`config.mk`:
```
export PLATFORM = sky130hd
export DESIGN_NAME = branch_target_fetch_sequencer
export DESIGN_NICKNAME = d
export VERILOG_FILES = /design/src/rtl/branch_target_fetch_sequencer_pkg.sv /design/src/rtl/branch_target_fetch_output_buffer.sv /design/src/rtl/branch_target_fetch_sequencer.sv
export SDC_FILE = /design/constraint.sdc
export NUM_CORES = 1
export LEC_CHECK = 0
export BUFFER_PORTS_ARGS = -buffer_cell sky130_fd_sc_hd__buf_2
export CORE_MARGIN = 2
export CORE_UTILIZATION = 47
export CTS_BUF_LIST = sky130_fd_sc_hd__clkbuf_16
export DETAILED_ROUTE_END_ITERATION = 10
export GPL_TIMING_DRIVEN = 0
export PLACE_DENSITY = 0.91
export SYNTH_ARGS = -nofsm -noshare
export SYNTH_HDL_FRONTEND = slang
export SYNTH_SLANG_ARGS = --single-unit
export TNS_END_PERCENT = 30
```
`constraint.sdc`:
```
create_clock -name Clock -period 2.8 [get_ports Clock]
set_clock_uncertainty 0.05 [all_clocks]
set_input_delay 0.14 -clock Clock [delete_from_list [all_inputs] [get_ports Clock]]
set_output_delay 0.14 -clock Clock [all_outputs]
set_load 0.03 [all_outputs]
```
`src/rtl/branch_target_fetch_sequencer_pkg.sv`:
```
// Shared definitions for the branch target fetch sequencer.
//
// Contents:
//   fetch_state_t - fetch FSM state encoding (REQ / WAIT / HOLD)
//   PcIncrement   - byte distance between consecutive instruction words
//   AlignMask     - low address bits forced to zero on a redirect
package branch_target_fetch_sequencer_pkg;

    typedef enum logic [1:0] {
        ST_REQ  = 2'd0,
        ST_WAIT = 2'd1,
        ST_HOLD = 2'd2
    } fetch_state_t;

    localparam int unsigned PcIncrement = 4;
    localparam int unsigned AlignMask   = 3;

endpackage

```
`src/rtl/branch_target_fetch_output_buffer.sv`:
```
// Holding register between the fetch sequencer and decode.
//
// Ports:
//   Clock, Reset          - rising-edge clock, synchronous active-high reset
//   Advance               - global enable; nothing changes when low
//   Load, LoadData, LoadPC - capture a fetched word and its address
//   Flush                 - drop the held word (redirect)
//   Consume               - decode took the held word
//   InstrValid/Data/PC    - held instruction presented to decode
module fetch_output_buffer #(
    parameter int NrOfBits  = 32,
    parameter int InstrBits = 32
) (
    input  logic                 Clock,
    input  logic                 Reset,
    input  logic                 Advance,
    input  logic                 Load,
    input  logic                 Flush,
    input  logic                 Consume,
    input  logic [InstrBits-1:0] LoadData,
    input  logic [NrOfBits-1:0]  LoadPC,
    output logic                 InstrValid,
    output logic [InstrBits-1:0] InstrData,
    output logic [NrOfBits-1:0]  InstrPC
);

    // Flush outranks load and consume so a redirect can never let a stale
    // word reach decode. Data and PC are left alone on flush/consume since
    // they are meaningless once InstrValid is low.
    always_ff @(posedge Clock) begin
        if (Reset) begin
            InstrValid <= 1'b0;
            InstrData  <= '0;
            InstrPC    <= '0;
        end else if (Advance) begin
            if (Flush) begin
                InstrValid <= 1'b0;
            end else if (Load) begin
                InstrValid <= 1'b1;
                InstrData  <= LoadData;
                InstrPC    <= LoadPC;
            end else if (Consume) begin
                InstrValid <= 1'b0;
            end
        end
    end

endmodule

```
`src/rtl/branch_target_fetch_sequencer.sv`:
```
// Fetch sequencer: owns the program counter, issues one instruction-memory
// request at a time, hands fetched words to decode and handles branch
// redirects (squashing a fetch that is already in flight).
//
// Ports:
//   Clock, Reset, ClockEnable, Tick - clocking; advance = ClockEnable & Tick
//   BranchTaken, BranchAddr         - redirect strobe and destination
//   ImemReq*                        - fetch request (valid/ready, address)
//   ImemRsp*                        - fetch response (valid, data)
//   Instr*                          - instruction to decode (valid/ready)
//   PC                              - current program counter
module branch_target_fetch_sequencer
    import branch_target_fetch_sequencer_pkg::*;
#(
    parameter int                  NrOfBits    = 32,
    parameter int                  InstrBits   = 32,
    parameter logic [NrOfBits-1:0] ResetVector = '0
) (
    input  logic                 Clock,
    input  logic                 Reset,
    input  logic                 ClockEnable,
    input  logic                 Tick,
    input  logic                 BranchTaken,
    input  logic [NrOfBits-1:0]  BranchAddr,
    output logic                 ImemReqValid,
    output logic [NrOfBits-1:0]  ImemReqAddr,
    input  logic                 ImemReqReady,
    input  logic                 ImemRspValid,
    input  logic [InstrBits-1:0] ImemRspData,
    output logic                 InstrValid,
    output logic [InstrBits-1:0] InstrData,
    output logic [NrOfBits-1:0]  InstrPC,
    input  logic                 InstrReady,
    output logic [NrOfBits-1:0]  PC
);

    fetch_state_t        state, state_next;
    logic [NrOfBits-1:0] pc, pc_next;
    logic                squash, squash_next;
    logic                advance, redirect, req_hs, rsp_seen, dec_hs;
    logic                buf_load, buf_flush, buf_consume;
    logic [NrOfBits-1:0] branch_target;

    assign advance       = ClockEnable & Tick;
    assign redirect      = BranchTaken & advance;
    assign req_hs        = ImemReqValid & ImemReqReady & advance;
    assign rsp_seen      = ImemRspValid & advance;
    assign dec_hs        = InstrValid & InstrReady & advance;
    assign branch_target = BranchAddr & ~NrOfBits'(AlignMask);

    assign ImemReqValid = (state == ST_REQ);
    assign ImemReqAddr  = pc;
    assign PC           = pc;

    // State, PC and squash flag only move on advance cycles; every
    // transition condition below already includes advance, the enable
    // here just makes the hold explicit.
    always_ff @(posedge Clock) begin
        if (Reset) begin
            state  <= ST_REQ;
            pc     <= ResetVector;
            squash <= 1'b0;
        end else if (advance) begin
            state  <= state_next;
            pc     <= pc_next;
            squash <= squash_next;
        end
    end

    // Next-state logic. A redirect wins over the normal transition. In WAIT,
    // any response arriving alongside a redirect (or while squash is set)
    // belongs to a stale request, so it is dropped and a fresh request is
    // issued from the new PC; a redirect without a response arms squash so
    // the eventual stale response is swallowed.
    always_comb begin
        state_next  = state;
        pc_next     = pc;
        squash_next = squash;
        buf_load    = 1'b0;
        buf_flush   = 1'b0;
        buf_consume = 1'b0;

        case (state)
            ST_REQ: begin
                if (req_hs) begin
                    state_next = ST_WAIT;
                    if (redirect) squash_next = 1'b1;
                end
            end
            ST_WAIT: begin
                if (rsp_seen && (squash || redirect)) begin
                    squash_next = 1'b0;
                    state_next  = ST_REQ;
                end else if (redirect) begin
                    squash_next = 1'b1;
                end else if (rsp_seen) begin
                    buf_load   = 1'b1;
                    pc_next    = pc + NrOfBits'(PcIncrement);
                    state_next = ST_HOLD;
                end
            end
            ST_HOLD: begin
                if (redirect) begin
                    buf_flush  = 1'b1;
                    state_next = ST_REQ;
                end else if (dec_hs) begin
                    buf_consume = 1'b1;
                    state_next  = ST_REQ;
                end
            end
            default: begin
                state_next = ST_REQ;
            end
        endcase

        if (redirect) pc_next = branch_target;
    end

    fetch_output_buffer #(
        .NrOfBits (NrOfBits),
        .InstrBits(InstrBits)
    ) u_output_buffer (
        .Clock     (Clock),
        .Reset     (Reset),
        .Advance   (advance),
        .Load      (buf_load),
        .Flush     (buf_flush),
        .Consume   (buf_consume),
        .LoadData  (ImemRspData),
        .LoadPC    (pc),
        .InstrValid(InstrValid),
        .InstrData (InstrData),
        .InstrPC   (InstrPC)
    );

endmodule
```
==> results.sh <==
export IMPL_start_util_pct=48.7
export IMPL_synthArstFlopShare_pct=0
export IMPL_cap_violations=0
export IMPL_finalHoldViolCount=3
export IMPL_finalPower_w=0.00318
export IMPL_antenna_found_initial=0
export IMPL_power_switching_w=0.000774
export IMPL_ant_nets=0
export IMPL_synthTopCellsByArea="dfxtp_1 45%, nand2_1 12%, a21oi_1 8.2%, buf_4 6.6%, a211oi_1 3.7%"
export IMPL_h_tree_depth=3
export IMPL_gp_congestion=0.903
export IMPL_syn_inst=543
export IMPL_r2r_end="ImemReqAddr[14]$_SDFFE_PP0P_"
export IMPL_clkSinkCount=96
export IMPL_min_to="u_output_buffer.InstrData[30]$_SDFFE_PP0P_"
export IMPL_worst_slew_pin_slew_ns=0.795
export IMPL_area_delta_synth_final_pct=38.7
export IMPL_power_density_nw_per_um2=533
export IMPL_whs_ns=-0.00516
export IMPL_die_area_um2=9910
export IMPL_max_freq_mhz=389
export IMPL_hp_start="ImemRspData[30]"
export IMPL_path_cells="ha_1 > or3b_2 > nor3_1 > nand4_1 > xor2_1 > a211oi_1"
export IMPL_clk_path_buf_depth=2
export IMPL_p_clk_share_pct=43.1
export IMPL_synth_edf_count=0
export IMPL_via_per_inst=5.30
export IMPL_ys_flop_type="dfxtp_1"
export IMPL_grt_usage_pct=26.4
export IMPL_syn_avg_cell_area_um2=7.91
export IMPL_slew_viol_final=0
export IMPL_drtIter0Drc=335
export IMPL_reg2regPathDepth=6
export IMPL_finalSetupTns_ns=0
export IMPL_cts_setup_buffers=0
export IMPL_yosys_warnings=0
export IMPL_cpPeakStageDelay_ns=0.62
export IMPL_relSlewSlack_pct=46.6
export IMPL_finalSetupViolCount=0
export IMPL_grt_pass1_wl_um=21100
export IMPL_synth_top_area_cell="dfxtp_1"
export IMPL_cp_required_ns=3.00
export IMPL_critical_path_buf_inv_count=0
export IMPL_crit_fanout=7
export IMPL_wl_per_cell_um=15.2
export IMPL_worst_path_max_delay_cell="nor3_1"
export IMPL_dieHeight_um=99.6
export IMPL_std_cell_rows=34
export IMPL_rrSetupSlack_ns=0.23
export IMPL_ir_drop_mv=0.392
export IMPL_yosysTopAreaCellShare_pct=44.8
export IMPL_final_cell_count_no_fill=885
export IMPL_r2r_start="ImemReqAddr[3]$_SDFFE_PP0P_"
export IMPL_grt_max_degree=15
export IMPL_syn_area_um2=4290
export IMPL_numCtsBuffers=9
export IMPL_cts_root_buf="clkbuf_16"
export IMPL_n_antenna_cell=0
export IMPL_vias=4689
export IMPL_path_class="flop to flop"
export IMPL_fin_crit_sh_pct=91.8
export IMPL_drive_above_1_share_pct=32.2
export IMPL_period_needed_ns=2.57
export IMPL_hp_class="input pin to flop"
export IMPL_io_pins=202
export IMPL_power_internal_w=0.00240
export IMPL_yosysUniqueCellTypes=40
export IMPL_yosysSeqAreaShare_pct=44.8
export IMPL_crit_arrival_ns=2.77
export IMPL_dpl_hpwl_um=9590
export IMPL_dp_cells=847
export IMPL_violations="hold timing"
export IMPL_grt_ovfl_total=0
export IMPL_nNetsFinal=845
export IMPL_worstHoldPathCells=3
export IMPL_cp_top_family="simple AND/OR/NAND/NOR gates"
export IMPL_pwr_share_comb_pct=11.7
export IMPL_grt_pass1_vias=4356
export IMPL_ys_ff_latch=96
export IMPL_core_um2=8810
export IMPL_critPathLaunchType="flop"
export IMPL_cts_tree="yes"
export IMPL_firstDrtPassIters=7
export IMPL_p_leak_nw=2.63
export IMPL_drc=0
export IMPL_insertion_delay_ns=0.34
export IMPL_clkTransAtPathRegs_ns=0.06
export IMPL_sw_frac_of_total_pct=24.4
export IMPL_die_x_um=99.6
export IMPL_cp_end_kind="flop"
export IMPL_wl_um=13500
export IMPL_fill_cells=733
export IMPL_port_buffers=191
export IMPL_grt_setup_unrepaired="no"
export IMPL_power_frac_seq_pct=45.2
export IMPL_outcome="finished, violations left"
cell usage in the layout, fill, tap and decap left out, types with 2 or more instances in the layout:
cell type / synthesis / layout
nand2_1: 140 / 140
or4_1: 2 / 2
or3_1: 3 / 3
nor4_1: 10 / 10
clkbuf_1: 33 / 32
nor3_1: 12 / 12
o31ai_1: 2 / 2
nor2_1: 34 / 34
and4_1: 5 / 5
a21oi_1: 70 / 70
a311oi_1: 4 / 4
bufinv_16: 0 / 3
clkbuf_16: 0 / 9
and3_1: 3 / 3
xnor2_1: 16 / 16
a211oi_1: 21 / 21
buf_4: 38 / 38
o21ai_0: 3 / 3
xor2_1: 6 / 6
buf_2: 1 / 192
or4_4: 2 / 2
inv_1: 5 / 9
dfxtp_1: 96 / 96
conb_1: 1 / 6
clkbuf_2: 1 / 2
o311ai_0: 2 / 2
nand3_1: 10 / 10
nand4_1: 9 / 9
dlygate4sd3_1: 0 / 22
per-stage QoR:
step	worst slack (ns)	instance area (µm²)	utilization [%]	hold WS [ns]
floorplan	0.462	4310	-	0.198
global placement	0.252	5400	61.4	0.293
detailed placement	0.206	5400	61.4	0.297
CTS	0.193	5930	67.4	0.000372
global route	0.105	5950	67.6	0.00581
finish	0.229	5950	67.6	-0.00516
logic make-up after synthesis:
| family | share of synthesized area (%) |
|---|---|
| flops | 44.8 |
| mux | 0.233 |
| buf+inv | 10.2 |
| xor+xnor | 4.49 |
| compound gates | 14.8 |
| other cells | 0.0874 |
| simple gates | 25.1 |
| fa+ha+maj | 0.291 |
Yosys cell counts (all sizes together) (4+ instances only):
master and number:
a211oi 22, nor2 34, a311oi 4, xor2 6
nand4 9, nand3 10, xnor2 16, buf 39
nor3 12, inv 5, dfxtp 96, nor4 10
nand2 140, clkbuf 34, and4 5, or4 4
a21oi 70
worst reg2reg max path, cell delays in order (launching register included):
cell and delay, ns:
dfxtp_1 0.47, ha_1 0.26, or3b_2 0.45, nor3_1 0.62
nand4_1 0.22, xor2_1 0.18, a211oi_1 0.23
how the worst max path moves through the flow:
stage,from,end,slack (ns),cells after the start
floorplan,ImemReqAddr[2]$_SDFFE_PP0P_,ImemReqAddr[14]$_SDFFE_PP0P_,0.46,6
global placement,state[0]$_SDFFE_PP0P_,u_output_buffer.InstrPC[4]$_SDFFE_PP0P_,0.25,7
detailed placement,state[0]$_SDFFE_PP0P_,u_output_buffer.InstrPC[11]$_SDFFE_PP0P_,0.21,7
CTS,state[0]$_SDFFE_PP0P_,u_output_buffer.InstrPC[11]$_SDFFE_PP0P_,0.19,7
global route,ImemReqAddr[3]$_SDFFE_PP0P_,ImemReqAddr[8]$_SDFFE_PP0P_,0.10,6
finish,ImemReqAddr[3]$_SDFFE_PP0P_,ImemReqAddr[14]$_SDFFE_PP0P_,0.23,6
repair_timing:
item                                    in CTS  in global routing
endpoints found under the hold margin       20                  2
gates resized for setup                      0                  2
endpoints found under the setup margin       0                 10
hold buffers                                20                  2
flip-flops by register name (all words and copies together), names as in the netlist:
| signal | count |
|---|---|
| u_output_buffer.InstrData | 32 |
| ImemReqAddr | 30 |
| u_output_buffer.InstrPC | 30 |
| state | 2 |
| squash | 1 |
| u_output_buffer.InstrValid | 1 |
per-layer routing:
layer  up-vias  part of all wire, %  GRT usage, %
met5         -                    0             0
met4         0                  2.1          6.22
met3        36                  9.9          7.94
met2       259                   49          46.8
met1      2118                   39          31.3
li1       2276                    -             -
power groups by stage:
stage	registers [W]	clock network [W]	logic [W]
3_3_place_gp	0.00146	0	0.000339
2_1_floorplan	0.00150	0	0.000178
3_5_place_dp	0.00146	0	0.000345
6_report	0.00143	0.00137	0.000372
5_1_grt	0.00144	0.00143	0.000396
4_1_cts	0.00143	0.00137	0.000367
area by class of cell:
| type | count | area [µm²] | area share, % |
|---|---|---|---|
| clock buffers | 9 | 225 | 3.78 |
| clock inverters | 7 | 105 | 1.77 |
| plain buffers | 73 | 420 | 7.06 |
| multi-input cells | 374 | 1950 | 32.8 |
| well taps | 108 | 135 | 2.27 |
| repair buffers | 213 | 1180 | 19.8 |
| flip-flops and latches | 96 | 1920 | 32.3 |
| inverters | 5 | 18.8 | 0.315 |
Note: power is estimated with default switching activity, not from simulation.
